===== src/rtl/axi_lite_intr_ctrl_slave.sv =====
// AXI4-Lite interrupt controller: GIE/IER/ISR/IAR/IPR register file, sticky source capture, one irq line.
// Latency: ISR->irq 1 cycle, source edge->irq 2 cycles; AXI write/read response one cycle after handshake.
// Backpressure: one outstanding write and one outstanding read; no new AW/W or AR accepted until B/R completes.
// Optional feature macro: INTR_SOFT_SET_EN (0x14 ISS write-1-to-set; unmapped when undefined).
module axi_lite_intr_ctrl_slave #(
  parameter int                       C_S_AXI_DATA_WIDTH  = 32,
  parameter int                       C_S_AXI_ADDR_WIDTH  = 5,
  parameter int                       C_NUM_OF_INTR       = 1,
  parameter logic [C_NUM_OF_INTR-1:0] C_INTR_SENSITIVITY  = '1,
  parameter logic [C_NUM_OF_INTR-1:0] C_INTR_ACTIVE_STATE = '1,
  parameter bit                       C_IRQ_ACTIVE_STATE  = 1'b1
) (
  input  logic                            S_AXI_INTR_ACLK,
  input  logic                            S_AXI_INTR_ARESET,
  input  logic [C_S_AXI_ADDR_WIDTH-1:0]   S_AXI_INTR_AWADDR,
  input  logic [2:0]                      S_AXI_INTR_AWPROT,
  input  logic                            S_AXI_INTR_AWVALID,
  output logic                            S_AXI_INTR_AWREADY,
  input  logic [C_S_AXI_DATA_WIDTH-1:0]   S_AXI_INTR_WDATA,
  input  logic [C_S_AXI_DATA_WIDTH/8-1:0] S_AXI_INTR_WSTRB,
  input  logic                            S_AXI_INTR_WVALID,
  output logic                            S_AXI_INTR_WREADY,
  output logic [1:0]                      S_AXI_INTR_BRESP,
  output logic                            S_AXI_INTR_BVALID,
  input  logic                            S_AXI_INTR_BREADY,
  input  logic [C_S_AXI_ADDR_WIDTH-1:0]   S_AXI_INTR_ARADDR,
  input  logic [2:0]                      S_AXI_INTR_ARPROT,
  input  logic                            S_AXI_INTR_ARVALID,
  output logic                            S_AXI_INTR_ARREADY,
  output logic [C_S_AXI_DATA_WIDTH-1:0]   S_AXI_INTR_RDATA,
  output logic [1:0]                      S_AXI_INTR_RRESP,
  output logic                            S_AXI_INTR_RVALID,
  input  logic                            S_AXI_INTR_RREADY,
  input  logic [C_NUM_OF_INTR-1:0]        intr_src,
  output logic                            irq
);

  localparam int N  = C_NUM_OF_INTR;
  localparam int DW = C_S_AXI_DATA_WIDTH;

  localparam logic [2:0] ADDR_GIE = 3'd0;
  localparam logic [2:0] ADDR_IER = 3'd1;
  localparam logic [2:0] ADDR_ISR = 3'd2;
  localparam logic [2:0] ADDR_IAR = 3'd3;
  localparam logic [2:0] ADDR_IPR = 3'd4;
  localparam logic [2:0] ADDR_ISS = 3'd5;

  typedef enum logic {W_IDLE, W_RESP} w_state_e;
  typedef enum logic {R_IDLE, R_DATA} r_state_e;

  w_state_e        w_state_q, w_state_d;
  r_state_e        r_state_q, r_state_d;
  logic            awready_q, awready_d;
  logic            arready_q, arready_d;
  logic [DW-1:0]   rdata_q, rdata_d;
  logic            gie_q, gie_d;
  logic [N-1:0]    ier_q, ier_d;
  logic [N-1:0]    isr_q, isr_d;
  logic [N-1:0]    prev_src_q, prev_src_d;
  logic            irq_q, irq_d;

  logic            wr_fire, rd_fire;
  logic [2:0]      wr_sel, rd_sel;
  logic [DW-1:0]   wr_bits, strb_mask;
  logic [N-1:0]    ack_mask, soft_mask, hw_set;
  logic [N-1:0]    src_act, prev_act;
  logic [DW-1:0]   ier_w, isr_w, ipr_w, rd_word;

  assign wr_fire = awready_q && S_AXI_INTR_AWVALID && S_AXI_INTR_WVALID && (w_state_q == W_IDLE);
  assign rd_fire = arready_q && S_AXI_INTR_ARVALID && (r_state_q == R_IDLE);
  assign wr_sel  = S_AXI_INTR_AWADDR[4:2];
  assign rd_sel  = S_AXI_INTR_ARADDR[4:2];

  // Byte-strobe masking of write data; only enabled bytes can set, clear or ack bits
  always_comb begin
    wr_bits   = '0;
    strb_mask = '0;
    for (int b = 0; b < DW/8; b++) begin
      strb_mask[8*b +: 8] = {8{S_AXI_INTR_WSTRB[b]}};
      wr_bits[8*b +: 8]   = S_AXI_INTR_WDATA[8*b +: 8] & {8{S_AXI_INTR_WSTRB[b]}};
    end
  end

  // Register write decode: GIE/IER updates plus ack and software-set masks for this cycle
  always_comb begin
    gie_d     = gie_q;
    ier_d     = ier_q;
    ack_mask  = '0;
    soft_mask = '0;
    if (wr_fire) begin
      case (wr_sel)
        ADDR_GIE: if (S_AXI_INTR_WSTRB[0]) gie_d = S_AXI_INTR_WDATA[0];
        ADDR_IER: ier_d = (ier_q & ~strb_mask[N-1:0]) | wr_bits[N-1:0];
        ADDR_IAR: ack_mask = wr_bits[N-1:0];
`ifdef INTR_SOFT_SET_EN
        ADDR_ISS: soft_mask = wr_bits[N-1:0];
`endif
        default: ;
      endcase
    end
  end

  // Source capture in normalised (1 = active) form; set always beats ack in the same cycle
  always_comb begin
    src_act    = ~(intr_src ^ C_INTR_ACTIVE_STATE);
    prev_act   = ~(prev_src_q ^ C_INTR_ACTIVE_STATE);
    hw_set     = (C_INTR_SENSITIVITY & src_act & ~prev_act) | (~C_INTR_SENSITIVITY & src_act);
    prev_src_d = intr_src;
    isr_d      = (isr_q & ~ack_mask) | hw_set | soft_mask;
    irq_d      = (gie_q && (|(isr_q & ier_q))) ? C_IRQ_ACTIVE_STATE : ~C_IRQ_ACTIVE_STATE;
  end

  // Read mux; bits above the source count read as zero
  always_comb begin
    ier_w          = '0;
    isr_w          = '0;
    ipr_w          = '0;
    ier_w[N-1:0]   = ier_q;
    isr_w[N-1:0]   = isr_q;
    ipr_w[N-1:0]   = isr_q & ier_q;
    rd_word        = '0;
    case (rd_sel)
      ADDR_GIE: rd_word[0] = gie_q;
      ADDR_IER: rd_word = ier_w;
      ADDR_ISR: rd_word = isr_w;
      ADDR_IPR: rd_word = ipr_w;
      default:  rd_word = '0;
    endcase
  end

  // Write channel FSM: registered AW/W ready pulse, then hold B until accepted
  always_comb begin
    w_state_d = w_state_q;
    awready_d = 1'b0;
    case (w_state_q)
      W_IDLE: begin
        if (wr_fire) begin
          w_state_d = W_RESP;
        end else if (S_AXI_INTR_AWVALID && S_AXI_INTR_WVALID && !awready_q) begin
          awready_d = 1'b1;
        end
      end
      W_RESP: if (S_AXI_INTR_BREADY) w_state_d = W_IDLE;
      default: w_state_d = W_IDLE;
    endcase
  end

  // Read channel FSM: registered AR ready pulse, data captured at handshake and held until accepted
  always_comb begin
    r_state_d = r_state_q;
    arready_d = 1'b0;
    rdata_d   = rdata_q;
    case (r_state_q)
      R_IDLE: begin
        if (rd_fire) begin
          r_state_d = R_DATA;
          rdata_d   = rd_word;
        end else if (S_AXI_INTR_ARVALID && !arready_q) begin
          arready_d = 1'b1;
        end
      end
      R_DATA: if (S_AXI_INTR_RREADY) r_state_d = R_IDLE;
      default: r_state_d = R_IDLE;
    endcase
  end

  // Register file, capture and irq state
  always_ff @(posedge S_AXI_INTR_ACLK) begin
    if (S_AXI_INTR_ARESET) begin
      gie_q      <= 1'b0;
      ier_q      <= '0;
      isr_q      <= '0;
      prev_src_q <= ~C_INTR_ACTIVE_STATE;
      irq_q      <= ~C_IRQ_ACTIVE_STATE;
    end else begin
      gie_q      <= gie_d;
      ier_q      <= ier_d;
      isr_q      <= isr_d;
      prev_src_q <= prev_src_d;
      irq_q      <= irq_d;
    end
  end

  // AXI channel state; reset drops any pending B/R beat
  always_ff @(posedge S_AXI_INTR_ACLK) begin
    if (S_AXI_INTR_ARESET) begin
      w_state_q <= W_IDLE;
      r_state_q <= R_IDLE;
      awready_q <= 1'b0;
      arready_q <= 1'b0;
      rdata_q   <= '0;
    end else begin
      w_state_q <= w_state_d;
      r_state_q <= r_state_d;
      awready_q <= awready_d;
      arready_q <= arready_d;
      rdata_q   <= rdata_d;
    end
  end

  assign S_AXI_INTR_AWREADY = awready_q;
  assign S_AXI_INTR_WREADY  = awready_q;
  assign S_AXI_INTR_BVALID  = (w_state_q == W_RESP);
  assign S_AXI_INTR_BRESP   = 2'b00;
  assign S_AXI_INTR_ARREADY = arready_q;
  assign S_AXI_INTR_RVALID  = (r_state_q == R_DATA);
  assign S_AXI_INTR_RDATA   = rdata_q;
  assign S_AXI_INTR_RRESP   = 2'b00;
  assign irq                = irq_q;

  // Protection bits, byte-offset address bits and data bits above the source count carry no meaning here
  logic unused_ok;
  assign unused_ok = ^{S_AXI_INTR_AWPROT, S_AXI_INTR_ARPROT, S_AXI_INTR_AWADDR,
                       S_AXI_INTR_ARADDR, wr_bits, strb_mask};

endmodule


===== config.mk =====
export PLATFORM = sky130hd
export DESIGN_NAME = axi_lite_intr_ctrl_slave
export DESIGN_NICKNAME = d
export VERILOG_FILES = /design/src/rtl/axi_lite_intr_ctrl_slave.sv
export SDC_FILE = /design/constraint.sdc
export NUM_CORES = 1
export LEC_CHECK = 0
export BUFFER_PORTS_ARGS = -buffer_cell sky130_fd_sc_hd__buf_2
export CAP_MARGIN = 40
export CELL_PAD_IN_SITES_DETAIL_PLACEMENT = 2
export CELL_PAD_IN_SITES_GLOBAL_PLACEMENT = 2
export CORE_MARGIN = 2
export CORE_UTILIZATION = 13
export DETAILED_ROUTE_END_ITERATION = 12
export HOLD_SLACK_MARGIN = 0.15
export PLACE_DENSITY_LB_ADDON = 0.1
export SETUP_SLACK_MARGIN = 0.05
export SYNTH_ARGS = -nofsm -noshare
export SYNTH_HDL_FRONTEND = slang
export SYNTH_SLANG_ARGS = --single-unit

===== constraint.sdc =====
create_clock -name S_AXI_INTR_ACLK -period 1.35 [get_ports S_AXI_INTR_ACLK]
set_input_delay 0.0675 -clock S_AXI_INTR_ACLK [delete_from_list [all_inputs] [get_ports S_AXI_INTR_ACLK]]
set_output_delay 0.0675 -clock S_AXI_INTR_ACLK [all_outputs]
set_load 0.02 [all_outputs]

==> flow_summary.toml, run 1 <==
[outcome]
status = "finished clean"

[critical_path]
critPathMaxFanout = 3
cp_slowest_cell = "or4b_1"
crit_required_ns = 1.47
ff2ff_setup_slack_ns = 0.15
cp-end-kind = "register"
crit_path_cell_trace = "or4b_1 > o21ai_0 > a21oi_1"
startpoint = "S_AXI_INTR_BVALID$_SDFF_PP0_"
slowest_delay_ns = 0.52
cp_num_buf_inv = 0
cpLargestDelayFamily = "simple AND/OR/NAND/NOR gates"
critPathLaunchType = "register"
critPathKind = "register to register"
cp_data_arrival_time_ns = 1.32
reg2reg_from = "S_AXI_INTR_BVALID$_SDFF_PP0_"

[clocking]
clk_latency_ns = 0.23
cts_resized = 0
clock-sinks = 10
cts.reportedPaths.clkPinSlew_ns = 0.05
cts_root_buf = "clkbuf_8"
cts_tree = "yes"
cts_buffer_depth = 2
cts_buffers = 3
ctsHtreeMaxLevel = 1

[hold_path]
holdCritStartpoint = "S_AXI_INTR_RREADY"
hold_class = "input pin to register"

[yosys]
yosysSeqAreaShare_pct = 27.54
synth_edf_count = 0
synth_area_leaders = "buf_4, dfxtp_1, nor2b_1"
synth_commonest_cells = "buf_4, dfxtp_1, inv_1"
ys_ff_latch = 10
synthArstFlopShare_pct = 0
netlist.area_leader.share_pct = 37.18
post-synth-top-count-cell = "buf_4"
syn_avg_cell_area_um2 = 8.865
yosys.cell_types.count = 27
synth_area_um2 = 726.9
syn_inst = 82
yosysWarnings = 0
synth_top_flop_cell = "dfxtp_1"
yosysTopAreaCell = "buf_4"

[grt]
track_usage_pct = 5.200
grt_pass1_vias = 537
grt_max_degree = 9
antenna_found_initial = 0
use_met2_pct = 8.718
grt_pass1_wl_um = 2449
met1_usage_pct = 6.029
grt_util_met3_pct = 0.7955
top_usage_layer = "met2"
grt-ovfl-total = 0

[final_layout]
fillCellCount = 664
multi_input_area_um2 = 365.4
area_growth_pct = 24.78
stdcell_area_um2 = 907.1
final_util_pct = 16.68
nets = 175
n_antenna_cell = 0
seq_area_um2 = 200.2
drive_gt1_share_pct = 28.32

[die]
core_area_mm2 = 0.005439
die_area_mm2 = 0.006206
die_h_um = 78.78
start_util_pct = 13.37
fp-row-count = 27
ioPinCount = 102
die_w_um = 78.78

[sta]
hold_violations = 0
period_needed_ns = 1.199
fin_tns_setup_ns = 0
maxSlewViolCount = 0
skew_ns = 0.0004799
fmax_mhz = 834.0
fin_crit_sh_pct = 88.82
rsz0062_at_grt = "no"
setup_slack_ns = 0.1509
setup_viol = 0

[job]
drv_cap = 0

[routing]
detail-route-antenna-nets = 0
routedWlPerCell_um = 9.649
drc_errors = 0
drt-vias-per-instance = 3.114
drt-total-wl_um = 1785
via_count = 576
dr.first_iter.drc_count = 3
drt_pass1_iterations = 2

[placement]
globalplace.congestion = 0.6509
io_buffers = 22
placed_cell_area_um2 = 795.8
place_ws_ns = 0.08853
post-dp-hpwl_um = 1502

[power_and_ir_drop]
powerDensity_mw_per_mm2 = 889.6
p_clk_share_pct = 38.0
internal_power_w = 0.0005539
switching_share_pct = 31.37
power.leakage_nw = 0.4488
irDropWorstVdd_uv = 199.9
power_w = 0.0008070
power_frac_comb_pct = 23.0
net-switching-power_w = 0.0002532
seqPwrFrac_pct = 39.0
[worst paths after layout]
path | end | cells after the start
max | register | 3
min | S_AXI_INTR_RVALID$_SDFF_PP0_ | 4
max reg2reg | register | 3
min reg2reg | S_AXI_INTR_ARREADY$_SDFF_PP0_ | 1
[sequential cells by signal (all words and copies together), names as in the netlist, named ones only]
signal              flops
S_AXI_INTR_ARREADY      1
S_AXI_INTR_AWREADY      1
S_AXI_INTR_BVALID       1
S_AXI_INTR_RDATA        1
S_AXI_INTR_RVALID       1
gie_q                   1
irq                     1
isr_q                   1
prev_act                1
[metal layers]
layer / vias to the layer above / share of wire, %
met5: - / 0
met4: 0 / 1.7
met3: 4 / 6.8
met2: 36 / 47
met1: 266 / 44
li1: 270 / -
[cells by family (layout without fill, tap and decap cells)]
logic type	Yosys count	count (layout)	share of synthesized area [%]
buffers and inverters	41	38	39.76
AND/OR/NAND/NOR	19	19	19.62
flip-flops	10	10	27.54
AO/OA/AOI/OAI	9	9	9.639
multiplexers	2	2	2.926
other	1	35	0.5159
[power groups by stage]
stage / clock network [W] / registers (W) / logic [W]
finish: 0.000307 / 0.000315 / 0.000185
global route: 0.000340 / 0.000316 / 0.000201
CTS: 0.000326 / 0.000314 / 0.000182
detailed placement: 0 / 0.000320 / 0.000168
global placement: 0 / 0.000320 / 0.000166
floorplan: 0 / 0.000326 / 0.000194
[worst min-delay path, delay by kind of cell]
family	cells	cell delay [ns]
buffers and inverters	2	0.13
AND/OR/NAND/NOR	1	0.09
AO/OA/AOI/OAI	1	0.07
[cell type report]
class                   instances  share of cell area, %
well taps                      72                  9.931
inverters                       4                  1.655
clock buffers                   3                  4.552
repair buffers                 31                  21.52
flip-flops and latches         10                  22.07
multi-input cells              65                  40.28
[cells in the final DEF (no fill, tap or decap), types with 2 or more instances in the layout]
master         instances
nor2_1                 2
nor2b_1                3
conb_1                35
buf_4                  2
clkbuf_8               3
inv_1                  4
and3b_1                2
buf_2                 22
dlygate4sd3_1          7
o21ai_0                3
dfxtp_1               10
nand4_1                2
a21oi_1                2
[per-stage QoR]
step           instances  hold WS, ns
2_1_floorplan        116       0.2239
3_3_place_gp         175       0.3398
3_5_place_dp         175       0.3596
4_1_cts              184       0.1541
5_1_grt              185       0.1649
6_report             185       0.1680
[what timing repair did]
item | CTS | global route
endpoints found under the setup margin | 0 | 1
setup buffers | 0 | 0
hold buffers | 6 | 1
endpoints found under the hold margin | 5 | 1
Note: power is estimated with default switching activity, not from simulation.
==> inputs of run 2 (changes only) <==
--- a/config.mk
+++ b/config.mk
@@ -13,7 +13,7 @@
 export CORE_UTILIZATION = 13
 export DETAILED_ROUTE_END_ITERATION = 12
 export HOLD_SLACK_MARGIN = 0.15
-export PLACE_DENSITY_LB_ADDON = 0.1
+export PLACE_DENSITY = 0.79
 export SETUP_SLACK_MARGIN = 0.05
 export SYNTH_ARGS = -nofsm -noshare
 export SYNTH_HDL_FRONTEND = slang
==> run 2 against run 1 <==
Net effect: utilization down 0.18 points; fmax shrank 3.8%; register-to-register slack got worse by 0.05 ns; critical path type unchanged; largest power group is now clock.
==> flow_summary.toml, run 2 (synthesized netlist as in run 1, its figures left out) <==
[outcome]
status = "finished clean"

[critical_path]
ff2ff_setup_slack_ns = 0.10
cp_data_arrival_time_ns = 1.36
reg2reg_from = "S_AXI_INTR_BVALID$_SDFF_PP0_"
critPathMaxFanout = 5
crit_required_ns = 1.46
crit_path_cell_trace = "or4_4 > o211ai_2 > o41ai_2"
critPathKind = "register to register"
slowest_delay_ns = 0.55
r2r_cells = 3
cpLargestDelayFamily = "simple AND/OR/NAND/NOR gates"
r2r-end = "gie_q$_SDFFE_PP0P_"
critPathLaunchType = "register"
cp_num_buf_inv = 0
cp-end-kind = "register"
cp_slowest_cell = "or4_4"

[final_layout]
fillCellCount = 645
layout_commonest_cell = "conb_1"
nets = 172
stdcell_area_um2 = 897.1
final_cell_mix = "conb_1, buf_2, dfxtp_1"
drive_gt1_share_pct = 28.83
final_util_pct = 16.49
n_antenna_cell = 0
area_growth_pct = 23.41

[grt]
grt_pass1_vias = 563
grt_pass1_wl_um = 2553
grt_max_degree = 9
antenna_found_initial = 0
track_usage_pct = 5.482
grt-ovfl-total = 0

[routing]
drt-vias-per-instance = 3.098
dr.first_iter.drc_count = 14
via_count = 567
detail-route-antenna-nets = 0
drt_pass1_iterations = 2
drt-total-wl_um = 1593
drc_errors = 0
routedWlPerCell_um = 8.705

[clocking]
clock-sinks = 10
cts_tree = "yes"
cts_buffer_depth = 2
ctsHtreeMaxLevel = 1
cts_root_buf = "clkbuf_8"
cts_buffers = 3
clk_latency_ns = 0.24
cts.reportedPaths.clkPinSlew_ns = 0.05

[power_and_ir_drop]
irDropWorstVdd_uv = 199.0
power.leakage_nw = 0.4418
power_w = 0.0008648
powerDensity_mw_per_mm2 = 964.0

[hold_path]
hold_class = "input pin to register"
holdPathStages = 3
holdCritStartpoint = "S_AXI_INTR_ARADDR[2]"
holdPathEnd = "S_AXI_INTR_RDATA[0]$_SDFFE_PP0P_"

[die]
die_w_um = 78.78
die_area_mm2 = 0.006206
die_h_um = 78.78
start_util_pct = 13.37
ioPinCount = 102
core_area_mm2 = 0.005439
fp-row-count = 27

[placement]
placed_cell_area_um2 = 780.7
io_buffers = 22
globalplace.congestion = 0.6075
post-dp-hpwl_um = 1363

[sta]
maxSlewViolCount = 0
fin_crit_sh_pct = 92.32
period_needed_ns = 1.246
fin_tns_setup_ns = 0
hold_violations = 0
skew_ns = 0.005228
fmax_mhz = 802.3
setup_viol = 0
rsz0062_at_grt = "no"

[job]
drv_cap = 0
-- run 2: changes by cell type in the layout (fill, tap and decap cells not counted) --
| cell | change |
|---|---|
| buf_4 | -2 |
| dfxtp_2 | +1 |
| clkbuf_8 | +1 |
| dfxtp_1 | -1 |
| dlygate4sd3_1 | -1 |
-- run 2: final cells by class --
cell class | count | area (um^2) | area share [%]
multi-input cells | 65 | 365.4 | 40.73
flip-flops and latches | 10 | 201.4 | 22.45
repair buffers | 28 | 170.2 | 18.97
well taps | 72 | 90.09 | 10.04
clock buffers | 4 | 55.05 | 6.137
inverters | 4 | 15.01 | 1.674
-- run 2: timing repair --
item / CTS / global route
hold buffers: 6 / 0
setup buffers: 0 / 0
setup endpoints to repair: 0 / 1
gates resized for setup: 0 / 1
endpoints found under the hold margin: 6 / 0
-- run 2: how the worst max path moves through the flow --
stage / startpoint / end / slack [ns] / depth (start not counted)
3_5_place_dp: S_AXI_INTR_BVALID$_SDFF_PP0_ / gie_q$_SDFFE_PP0P_ / 0.08 / 3
6_report: S_AXI_INTR_BVALID$_SDFF_PP0_ / gie_q$_SDFFE_PP0P_ / 0.10 / 3
3_3_place_gp: S_AXI_INTR_BVALID$_SDFF_PP0_ / gie_q$_SDFFE_PP0P_ / 0.10 / 3
5_1_grt: S_AXI_INTR_BVALID$_SDFF_PP0_ / gie_q$_SDFFE_PP0P_ / 0.05 / 3
2_1_floorplan: S_AXI_INTR_BVALID$_SDFF_PP0_ / gie_q$_SDFFE_PP0P_ / 0.05 / 3
4_1_cts: S_AXI_INTR_BVALID$_SDFF_PP0_ / gie_q$_SDFFE_PP0P_ / 0.07 / 3
-- run 2: layer usage --
layer | track usage, % | vias up | share of wire [%]
li1 | - | 268 | -
met1 | 4.699 | 267 | 31
met2 | 10.43 | 28 | 58
met3 | 2.045 | 4 | 9.3
met4 | 3.684 | 0 | 2.3
met5 | 0 | - | 0
-- run 2: worst min-delay path, stage by stage --
cell     delay (ns)
buf_2          0.09
or3_1          0.10
a31oi_1        0.08
-- run 2: through the flow --
step / setup slack (ns) / hold WS [ns] / std cells
finish: 0.1036 / 0.1445 / 183
CTS: 0.07343 / 0.1547 / 183
floorplan: 0.05156 / 0.2239 / 116
global placement: 0.1016 / 0.3305 / 173
global route: 0.05179 / 0.1645 / 183
detailed placement: 0.07768 / 0.3534 / 173
-- run 2: report_power, final --
group          total, W  switching [W]  internal (W)
clock network  0.000372       0.000115      0.000256
registers      0.000315     0.00000823      0.000307
logic          0.000178       0.000130     0.0000482
total          0.000865       0.000254      0.000611
==> inputs of run 3 (changes only) <==
--- a/config.mk
+++ b/config.mk
@@ -9,7 +9,7 @@
 export CAP_MARGIN = 40
 export CELL_PAD_IN_SITES_DETAIL_PLACEMENT = 2
 export CELL_PAD_IN_SITES_GLOBAL_PLACEMENT = 2
-export CORE_MARGIN = 2
+export CORE_MARGIN = 10
 export CORE_UTILIZATION = 13
 export DETAILED_ROUTE_END_ITERATION = 12
 export HOLD_SLACK_MARGIN = 0.15
==> run 3 against run 2 <==
Net effect: register-to-register slack better by 0.02 ns; clock skew fell by 0.0023 ns; setup slack better by 0.020 ns; cell count fell by 0.55%; final area decreased by 1.5%; worst hold slack improved by 0.0048 ns; via count shrank 2.6%; clock power shrank 17%; sequential cell count unchanged; largest cell class unchanged; largest power group is now registers; utilization decreased by 0.35 points.
==> flow_summary.toml, run 3 (synthesized netlist as in run 1, its figures left out) <==
[clocking]
cts_root_buf = "clkbuf_8"
clk_latency_ns = 0.24
cts_buffer_depth = 2
clock-sinks = 10
cts_tree = "yes"
cts.reportedPaths.clkPinSlew_ns = 0.05
cts_setup_buffers = 0
cts_buffers = 3
ctsHtreeMaxLevel = 1

[placement]
globalplace.congestion = 0.6444
io_buffers = 22
post-dp-hpwl_um = 1829

[critical_path]
crit_required_ns = 1.47
ff2ff_setup_slack_ns = 0.12
cp-end-kind = "register"
slowest_delay_ns = 0.52
crit_path_cell_trace = "or4b_1 > o21ai_0 > a21oi_1"
critPathLaunchType = "register"
reg2reg_from = "S_AXI_INTR_BVALID$_SDFF_PP0_"
critPathMaxFanout = 5
cp_data_arrival_time_ns = 1.35
cp_slowest_cell = "or4b_1"
r2r_cells = 3
critPathKind = "register to register"

[sta]
setup_viol = 0
fmax_mhz = 815.2
maxSlewViolCount = 0
fin_tns_setup_ns = 0
fin_crit_sh_pct = 90.87
period_needed_ns = 1.227
hold_violations = 0
skew_ns = 0.002886
rsz0062_at_grt = "no"

[power_and_ir_drop]
power.leakage_nw = 0.4344
powerDensity_mw_per_mm2 = 911.5
irDropWorstVdd_uv = 297.0

[routing]
dr.first_iter.drc_count = 13
detail-route-antenna-nets = 0
routedWlPerCell_um = 11.46
drt-vias-per-instance = 3.033
drt_pass1_iterations = 2
drt-total-wl_um = 2086
via_count = 552
drc_errors = 0

[grt]
antenna_found_initial = 0
grt_pass1_vias = 665
grt_max_degree = 9
track_usage_pct = 4.386
grt-ovfl-total = 0
grt_pass1_wl_um = 3049

[die]
die_w_um = 94.78
die_area_mm2 = 0.008983
ioPinCount = 102
start_util_pct = 13.28
fp-row-count = 27
die_h_um = 94.78
core_area_mm2 = 0.005473

[final_layout]
drive_gt1_share_pct = 28.18
fillCellCount = 689
nets = 172
layout_commonest_cell = "conb_1"
final_cell_mix = "conb_1, buf_2, dfxtp_1"
final_util_pct = 16.14
n_antenna_cell = 0
area_growth_pct = 21.51

[hold_path]
hold_class = "input pin to register"
holdPathEnd = "S_AXI_INTR_RVALID$_SDFF_PP0_"
holdCritStartpoint = "S_AXI_INTR_RREADY"
holdPathStages = 4

[outcome]
status = "finished clean"

[job]
drv_cap = 0
[run 3: cell count changes in the layout (fill, tap and decap cells not counted), sizes merged]
cell,before,now
clkbuf,4,3
[run 3: metrics by stage]
| step | total power, W | instance area (um^2) | hold slack (ns) | instances | setup slack [ns] |
|---|---|---|---|---|---|
| global placement | 0.0004813 | 780.7 | 0.3341 | 173 | 0.1049 |
| finish | 0.0008052 | 883.3 | 0.1493 | 182 | 0.1233 |
| global route | 0.0008451 | 883.3 | 0.1760 | 182 | 0.06622 |
| CTS | 0.0008174 | 882.1 | 0.1518 | 182 | 0.07336 |
| floorplan | 0.0005203 | 854.6 | 0.2239 | 116 | 0.05156 |
| detailed placement | 0.0004848 | 780.7 | 0.3579 | 173 | 0.08358 |
[run 3: area by class of cell]
cell class | count | area [um^2] | share of cell area, %
Multi-Input combinational cell | 65 | 365.4 | 41.36
Timing Repair Buffer | 28 | 170.2 | 19.26
Sequential cell | 10 | 201.4 | 22.80
Inverter | 4 | 15.01 | 1.700
Tap cell | 72 | 90.09 | 10.20
Clock buffer | 3 | 41.29 | 4.674
[run 3: timing repair]
| action | in CTS | in global routing |
|---|---|---|
| hold buffers | 6 | 0 |
| resized for setup | 0 | 1 |
| endpoints found under the setup margin | 0 | 2 |
| endpoints found under the hold margin | 7 | 0 |
[run 3: worst max path at each step]
stage | slack [ns] | endpoint | startpoint
final | 0.12 | register | S_AXI_INTR_BVALID$_SDFF_PP0_
after global routing | 0.07 | register | S_AXI_INTR_BVALID$_SDFF_PP0_
after CTS | 0.07 | gie_q$_SDFFE_PP0P_ | S_AXI_INTR_BVALID$_SDFF_PP0_
after detailed placement | 0.08 | gie_q$_SDFFE_PP0P_ | S_AXI_INTR_BVALID$_SDFF_PP0_
after global placement | 0.10 | gie_q$_SDFFE_PP0P_ | S_AXI_INTR_BVALID$_SDFF_PP0_
after floorplan | 0.05 | gie_q$_SDFFE_PP0P_ | S_AXI_INTR_BVALID$_SDFF_PP0_
[run 3: where the power goes]
group | internal [W] | total, W | switching, W
Sequential | 0.000307 | 0.000315 | 0.00000829
Clock | 0.000195 | 0.000308 | 0.000113
Combinational | 0.0000483 | 0.000182 | 0.000133
[run 3: layer usage]
| layer | vias up | wire length, um | track usage (%) |
|---|---|---|---|
| li1 | 264 | - | - |
| met1 | 259 | 657 | 3.394 |
| met2 | 27 | 1210 | 9.096 |
| met3 | 2 | 192 | 2.062 |
| met4 | 0 | 25 | 1.496 |
| met5 | - | 0 | 0 |
[run 3: critical path: cells and delay by family (launching register included)]
family | cells | cell delay [ns]
AND/OR/NAND/NOR | 1 | 0.52
flip-flops | 1 | 0.33
AO/OA/AOI/OAI | 2 | 0.26
